===== src/rtl/instr_fetch_ctrl_if.sv =====
// Fetch-side bus: ROM address/data, redirect request and the decode handshake.
interface instr_fetch_ctrl_if;
  logic        fetch_en;
  logic [31:0] imem_addr;
  logic [31:0] imem_rd;
  logic        redirect_en;
  logic [31:0] redirect_pc;
  logic        out_valid;
  logic        out_ready;
  logic [31:0] out_instr;
  logic [31:0] out_pc;

  // Fetch controller side
  modport master (
    input  fetch_en, imem_rd, redirect_en, redirect_pc, out_ready,
    output imem_addr, out_valid, out_instr, out_pc
  );

  // Environment side: PC logic, ROM and decode
  modport slave (
    output fetch_en, imem_rd, redirect_en, redirect_pc, out_ready,
    input  imem_addr, out_valid, out_instr, out_pc
  );
endinterface


===== src/rtl/instr_fetch_ctrl.sv =====
// Fetch sequencer with a small prefetch queue. Owns the fetch PC, captures
// each ROM word with its PC, and hands the queue head to decode.
module instr_fetch_ctrl #(
  parameter logic [31:0] RESET_PC = 32'hBFC00000,
  parameter int unsigned DEPTH    = 4
) (
  input  logic             clk,
  input  logic             rst,
  instr_fetch_ctrl_if.master bus
);

  localparam int unsigned    PTR_W   = (DEPTH > 1) ? $clog2(DEPTH) : 1;
  localparam logic [PTR_W:0] DEPTH_C = (PTR_W + 1)'(DEPTH);

  logic [31:0]      fetch_pc_q, fetch_pc_d;
  logic [PTR_W-1:0] rd_ptr_q, rd_ptr_d;
  logic [PTR_W-1:0] wr_ptr_q, wr_ptr_d;
  logic [PTR_W:0]   count_q, count_d;
  logic [31:0]      pc_mem_q    [DEPTH];
  logic [31:0]      instr_mem_q [DEPTH];

  logic empty;
  logic valid;
  logic pop;
  logic push;

  // Handshake and push decisions; a full queue may still push when it pops
  always_comb begin
    empty = (count_q == '0);
    valid = ~empty & ~bus.redirect_en;
    pop   = valid & bus.out_ready;
    push  = bus.fetch_en & ~bus.redirect_en & ((count_q < DEPTH_C) | pop);
  end

  // Next-state for fetch PC, pointers and occupancy
  always_comb begin
    fetch_pc_d = fetch_pc_q;
    rd_ptr_d   = rd_ptr_q;
    wr_ptr_d   = wr_ptr_q;
    count_d    = count_q;
    if (bus.redirect_en) begin
      fetch_pc_d = {bus.redirect_pc[31:2], 2'b00};
      rd_ptr_d   = '0;
      wr_ptr_d   = '0;
      count_d    = '0;
    end else begin
      if (push) begin
        fetch_pc_d = fetch_pc_q + 32'd4;
        wr_ptr_d   = wr_ptr_q + PTR_W'(1);
      end
      if (pop) begin
        rd_ptr_d = rd_ptr_q + PTR_W'(1);
      end
      case ({push, pop})
        2'b10:   count_d = count_q + (PTR_W + 1)'(1);
        2'b01:   count_d = count_q - (PTR_W + 1)'(1);
        default: count_d = count_q;
      endcase
    end
  end

  // Control state registers with synchronous reset
  always_ff @(posedge clk) begin
    if (rst) begin
      fetch_pc_q <= RESET_PC;
      rd_ptr_q   <= '0;
      wr_ptr_q   <= '0;
      count_q    <= '0;
    end else begin
      fetch_pc_q <= fetch_pc_d;
      rd_ptr_q   <= rd_ptr_d;
      wr_ptr_q   <= wr_ptr_d;
      count_q    <= count_d;
    end
  end

  // Entry storage; contents are only visible while count is non-zero
  always_ff @(posedge clk) begin
    if (!rst && push) begin
      pc_mem_q[wr_ptr_q]    <= fetch_pc_q;
      instr_mem_q[wr_ptr_q] <= bus.imem_rd;
    end
  end

  assign bus.imem_addr = fetch_pc_q;
  assign bus.out_valid = valid;
  assign bus.out_pc    = empty ? '0 : pc_mem_q[rd_ptr_q];
  assign bus.out_instr = empty ? '0 : instr_mem_q[rd_ptr_q];

endmodule


===== src/flat_wrapper.sv =====
// flat-port wrapper written by rule: the top's interface ports become plain ports
module instr_fetch_ctrl_flat 
#(
  parameter logic [31:0] RESET_PC = 32'hBFC00000,
  parameter int unsigned DEPTH    = 4
)
  (clk, rst, bus_fetch_en, bus_imem_rd, bus_redirect_en, bus_redirect_pc, bus_out_ready, bus_imem_addr, bus_out_valid, bus_out_instr, bus_out_pc);
  instr_fetch_ctrl_if bus_i ();
  input  logic clk;
  input  logic rst;
  input wire logic [$bits(bus_i.fetch_en)-1:0] bus_fetch_en;
  input wire logic [$bits(bus_i.imem_rd)-1:0] bus_imem_rd;
  input wire logic [$bits(bus_i.redirect_en)-1:0] bus_redirect_en;
  input wire logic [$bits(bus_i.redirect_pc)-1:0] bus_redirect_pc;
  input wire logic [$bits(bus_i.out_ready)-1:0] bus_out_ready;
  output wire logic [$bits(bus_i.imem_addr)-1:0] bus_imem_addr;
  output wire logic [$bits(bus_i.out_valid)-1:0] bus_out_valid;
  output wire logic [$bits(bus_i.out_instr)-1:0] bus_out_instr;
  output wire logic [$bits(bus_i.out_pc)-1:0] bus_out_pc;
  assign bus_i.fetch_en = bus_fetch_en;
  assign bus_i.imem_rd = bus_imem_rd;
  assign bus_i.redirect_en = bus_redirect_en;
  assign bus_i.redirect_pc = bus_redirect_pc;
  assign bus_i.out_ready = bus_out_ready;
  assign bus_imem_addr = bus_i.imem_addr;
  assign bus_out_valid = bus_i.out_valid;
  assign bus_out_instr = bus_i.out_instr;
  assign bus_out_pc = bus_i.out_pc;
  instr_fetch_ctrl #(.RESET_PC(RESET_PC), .DEPTH(DEPTH)) u_core (.clk(clk), .rst(rst), .bus(bus_i));
endmodule

===== config.mk =====
export PLATFORM = sky130hd
export DESIGN_NAME = instr_fetch_ctrl_flat
export DESIGN_NICKNAME = d
export VERILOG_FILES = /design/src/rtl/instr_fetch_ctrl_if.sv /design/src/rtl/instr_fetch_ctrl.sv /design/src/flat_wrapper.sv
export SDC_FILE = /design/constraint.sdc
export NUM_CORES = 1
export LEC_CHECK = 0
export ABC_AREA = 1
export CAP_MARGIN = 25
export CORE_ASPECT_RATIO = 0.75
export CORE_UTILIZATION = 59
export CTS_CLUSTER_DIAMETER = 200
export CTS_CLUSTER_SIZE = 20
export DETAILED_ROUTE_END_ITERATION = 10
export PLACE_DENSITY = 0.85
export SYNTH_ARGS = -nofsm -noshare
export SYNTH_HDL_FRONTEND = slang
export SYNTH_SLANG_ARGS = --single-unit

===== constraint.sdc =====
create_clock -name clk -period 10.91 [get_ports clk]
set_input_delay 2.182 -clock clk [delete_from_list [all_inputs] [get_ports clk]]
set_output_delay 2.182 -clock clk [all_outputs]
set_load 0.01 [all_outputs]

# Yosys cells after proc, flatten, opt, wreduce, memory -nomap -nowiden
# Memory sizes are Yosys's and may differ from the RTL's. A register that Yosys moved wholly into a read port is not among the register bits.
# Cells that the tools add are included.
dict set report word_totals {
  ff_bits 39
  ram_bits 256
  input_bits 69
  output_inout_bits 97
  wordCells 39
  n_memories 2
}
# memory words word_bits rd rd_ports_with_merged_regs wr line
set memory_table {}
lappend memory_table {u_core.instr_mem_q 4 32 1 1 1 instr_fetch_ctrl.sv:20} ;# logic [31:0] instr_mem_q [DEPTH];
lappend memory_table {u_core.pc_mem_q 4 32 1 1 1 instr_fetch_ctrl.sv:19} ;# logic [31:0] pc_mem_q [DEPTH];
dict set report op_classes {
  add_sub_neg 5
  order_cmp 1
  eq_ne 2
  n_mux 11
  n_bitwise 7
  reduce_logical 6
}
# operator count
set ops {}
lappend ops {{$mux 32} 4}
lappend ops {{$add 32x3->32 const B} 1}
lappend ops {{$mux 2} 4}
lappend ops {{$pmux 3 s2} 1}
lappend ops {{$add 2x1->2 const B} 2}
lappend ops {{$and 1x1->1} 4}
lappend ops {{$reduce_bool 2->1} 2}
lappend ops {{$add 3x1->3 const B} 1}
lappend ops {{$logic_not 3->1} 1}
lappend ops {{$lt 3x3->1 const B} 1}
lappend ops {{$sub 3x1->3 const B} 1}
lappend ops {{$eq 2x1->1 const B} 1}
lappend ops {{$eq 2x2->1 const B} 1}
lappend ops {{$mux 1} 2}
lappend ops {{$not 1->1} 2}
lappend ops {{$reduce_or 2->1} 1}
lappend ops {{$logic_and 1x1->1} 1}
lappend ops {{$logic_not 1->1} 1}
lappend ops {{$or 1x1->1} 1}

# Logic depth before layout (Yosys ltp)
dict set report logic_depth {
  word_depth 9
  ltp_mapped 12
  depth_no_buf 12
}

# Least setup slack after synthesis
# OpenSTA, ideal clock, no wires.
dict set report synth_path {
  kind {input port to flip-flop}
  from {input port rst}
  to {memory u_core.instr_mem_q[0][0], enable pin}
  setup_ns 0.482
  arrival_ns 5.360
  required_ns 10.428
  path_slack_ns 5.067
  cell_stages 4
  n_path_buf 1
  path_cell_list {buf_2 nor2_1 nand2_1 nor2_1}
}
dict set report synth_via {
  elab_chain_cells 4
}
# element line
set synth_rtl {}
lappend synth_rtl {{start, declared} flat_wrapper.sv:10} ;# input logic rst;
lappend synth_rtl {{$logic_not 1->1} instr_fetch_ctrl.sv:79} ;# if (!rst && push) begin
lappend synth_rtl {{$logic_and 1x1->1} instr_fetch_ctrl.sv:79}
lappend synth_rtl {{$mux 1} instr_fetch_ctrl.sv:79}
lappend synth_rtl {{$mux 1 (not written as such)} instr_fetch_ctrl.sv:81} ;# instr_mem_q[wr_ptr_q] <= bus.imem_rd;
lappend synth_rtl {{end, declared} instr_fetch_ctrl.sv:20}
# No other way between the ends.

==> flow_metrics.tcl <==
set metrics [dict create \
    area_delta_synth_final_pct 19.3 \
    clock_latency_ns 0.50 \
    ys_seq_area_share_pct 67.6 \
    crit_path_start_kind "flip-flop" \
    cts-resized-gates 0 \
    nets 1369 \
    syn_avg_cell_area_um2 10.5 \
    routed_wl_um 27900 \
    grt_pass1_vias 8335 \
    grt_usage_pct 26.3 \
    fin_cells 1563 \
    power_mw 2.05 \
    clk_pin_slew_ns 0.08 \
    dr.pass1.iters 5 \
    port_buffers 159 \
    via_count 8892 \
    first_iter_violations 936 \
    synth_seq_cells 287 \
    cts_root_buf "clkbuf_16" \
    pre_cts_slack_ns 4.62 \
    async_flop_share_pct 0 \
    leakagePower_nw 5.04 \
    cts_buffers 18 \
    timing.final.crit_period_ns 5.77 \
    post-cts-setup-buffers 0 \
    drc 0 \
    timing.final.ws_setup_ns 5.14 \
    grt_max_degree 125 \
    yosysMostFrequentCell "nor2_1" \
    maxCapViolCount 0 \
    detail-route-antenna-nets 0 \
    cts.sinks 287 \
    synth_top_area_share_pct 61.2 \
    antenna_found_initial 0 \
    die_w_um 168 \
    rsz0062_at_grt "false" \
    worst_pin_slew_ns 0.938 \
    cts_hold_repair.buffers 0 \
    vdd_drop_max_v 0.0000910 \
    postPlaceCellArea_mm2 0.0139 \
    ys_types 33 \
    htreeDepth 1 \
    synth_area_leaders "edfxtp_1, nor2_1, dfxtp_1" \
    pin_count 166 \
    final_util_pct 71.8 \
    slew_headroom_pct 37.4 \
    worstPathArrival_ns 3.59 \
    maxSlewViolCount 0 \
    cts_tree "done" \
    cp_max_fo 63 \
    fp.coreArea_mm2 0.0202 \
    yosysWarnings 0 \
    worstSetupPathType "reg2out" \
    synthTopCellsByCount "nor2_1, edfxtp_1, o21ai_0, nand2_1, a21oi_1" \
    die_area_mm2 0.0212 \
    fin_worst_skew_ns 0.0253 \
    wl_per_cell_um 17.8 \
    end_kind "output port" \
    power.density_mw_per_mm2 141 \
    netlist_area_mm2 0.0122 \
    vias_per_cell 5.69 \
    overflow 0 \
    ys.flop_type "edfxtp_1" \
    worstPathRequired_ns 8.73 \
    fp-row-count 45 \
    dp_hpwl_um 16200 \
    fin_crit_sh_pct 52.9 \
    syn_inst 1159 \
    hold_path_class "reg2reg" \
    synth_largest_area_cell "edfxtp_1" \
    final_area_mm2 0.0145 \
    drive_gt1_share_pct 4.75 \
    start_util_pct 60.2 \
    clockBufferDepth 3 \
    dp.cells 1529 \
    gp_congestion 0.917 \
    hold_viol_final 0 \
    status "complete, no violations" \
    setup_tns_ns 0 \
    timing.hold.ws_ns 0.477 \
    insertedDiodeCount 0 \
    setup_viol 0 \
    grt_pass1_wl_um 43100 \
    synth_edf_count 248 \
    fmax_mhz 173 \
    die_y_um 126 \
]
==> state kept, by name, indices dropped and copies added (netlist names), named ones only <==
signal / flops
u_core.instr_mem_q: 128
u_core.pc_mem_q: 120
u_core.rd_ptr_q: 2
u_core.bus.imem_addr: 30
u_core.wr_ptr_q: 2
u_core.count_q: 3
==> worst max-delay path, stage by stage (launching register included) <==
cell	delay (ns)
dfxtp_2	0.32
buf_4	0.61
inv_2	0.49
buf_4	0.42
nor2_1	0.15
o21ai_0	0.11
a21oi_1	0.35
clkdlybuf4s50_1	0.62
==> metal layers <==
metal | vias to the layer above | GRT usage [%] | part of all wire [%]
met5 | - | 0 | 0
met3 | 59 | 4.24 | 9.6
met1 | 4134 | 36.8 | 41
li1 | 4219 | - | -
met2 | 480 | 42.8 | 47
met4 | 0 | 8.20 | 2.4
==> cell families (layout without fill, tap and decap cells) <==
logic type / after synthesis / in the layout / share of synthesized area, %
AOI/OAI and AO/OA: 252 / 252 / 10.5
xor gates and xnor gates: 11 / 11 / 0.792
adders and majority gates: 7 / 7 / 0.782
buffers and inverters: 122 / 265 / 4.16
DFF: 287 / 287 / 67.6
other: 1 / 4 / 0.0308
and+or+nand+nor: 479 / 479 / 16.1
==> cell type report <==
class                      instances  area, um^2
clock inverter                     2        32.5
tap                              258         323
multi-input combinational        753        3470
fill                            1361        5700
inverter                          62         234
timing repair buffer             171        1720
clock buffer                      30         495
sequential                       287        8230
==> power breakdown <==
part           switching [mW]  leakage (nW)  internal [mW]
Sequential             0.0274          2.56           1.21
Clock                   0.336         0.250          0.317
Combinational          0.0821          2.23         0.0738
==> cell usage in the layout, fill, tap and decap left out, types with 2 or more instances in the layout <==
| cell | n |
|---|---|
| inv_2 | 3 |
| o21bai_1 | 2 |
| buf_4 | 10 |
| nor2_4 | 7 |
| nand3b_1 | 3 |
| clkdlybuf4s50_1 | 159 |
| nor2_1 | 284 |
| dfxtp_1 | 37 |
| ha_1 | 6 |
| clkinv_8 | 2 |
| clkbuf_16 | 18 |
| edfxtp_1 | 248 |
| nand4_1 | 7 |
| clkbuf_1 | 12 |
| nor3_1 | 3 |
| o21ai_0 | 148 |
| xnor2_1 | 3 |
| nand2_1 | 137 |
| a31oi_1 | 4 |
| or2_2 | 2 |
| nand3_1 | 20 |
| nor2_2 | 4 |
| xor2_1 | 8 |
| buf_16 | 2 |
| conb_1 | 4 |
| inv_1 | 58 |
| nand2_2 | 5 |
| a21oi_1 | 91 |
| nor3_4 | 2 |
| o211ai_1 | 2 |
| nand3_2 | 3 |
| o21ai_1 | 5 |
==> worst paths after layout <==
check	endpoint	slack (ns)	cells after the start	startpoint
max	bus_out_pc[26]	5.14	7	flip-flop
min reg2reg	flip-flop	0.48	2	u_core.rd_ptr_q[1]
max reg2reg	u_core.pc_mem_q[1][18]	8.10	6	u_core.count_q[2]
min	flip-flop	0.48	2	u_core.rd_ptr_q[1]
Power figures use the tool's default switching activity.
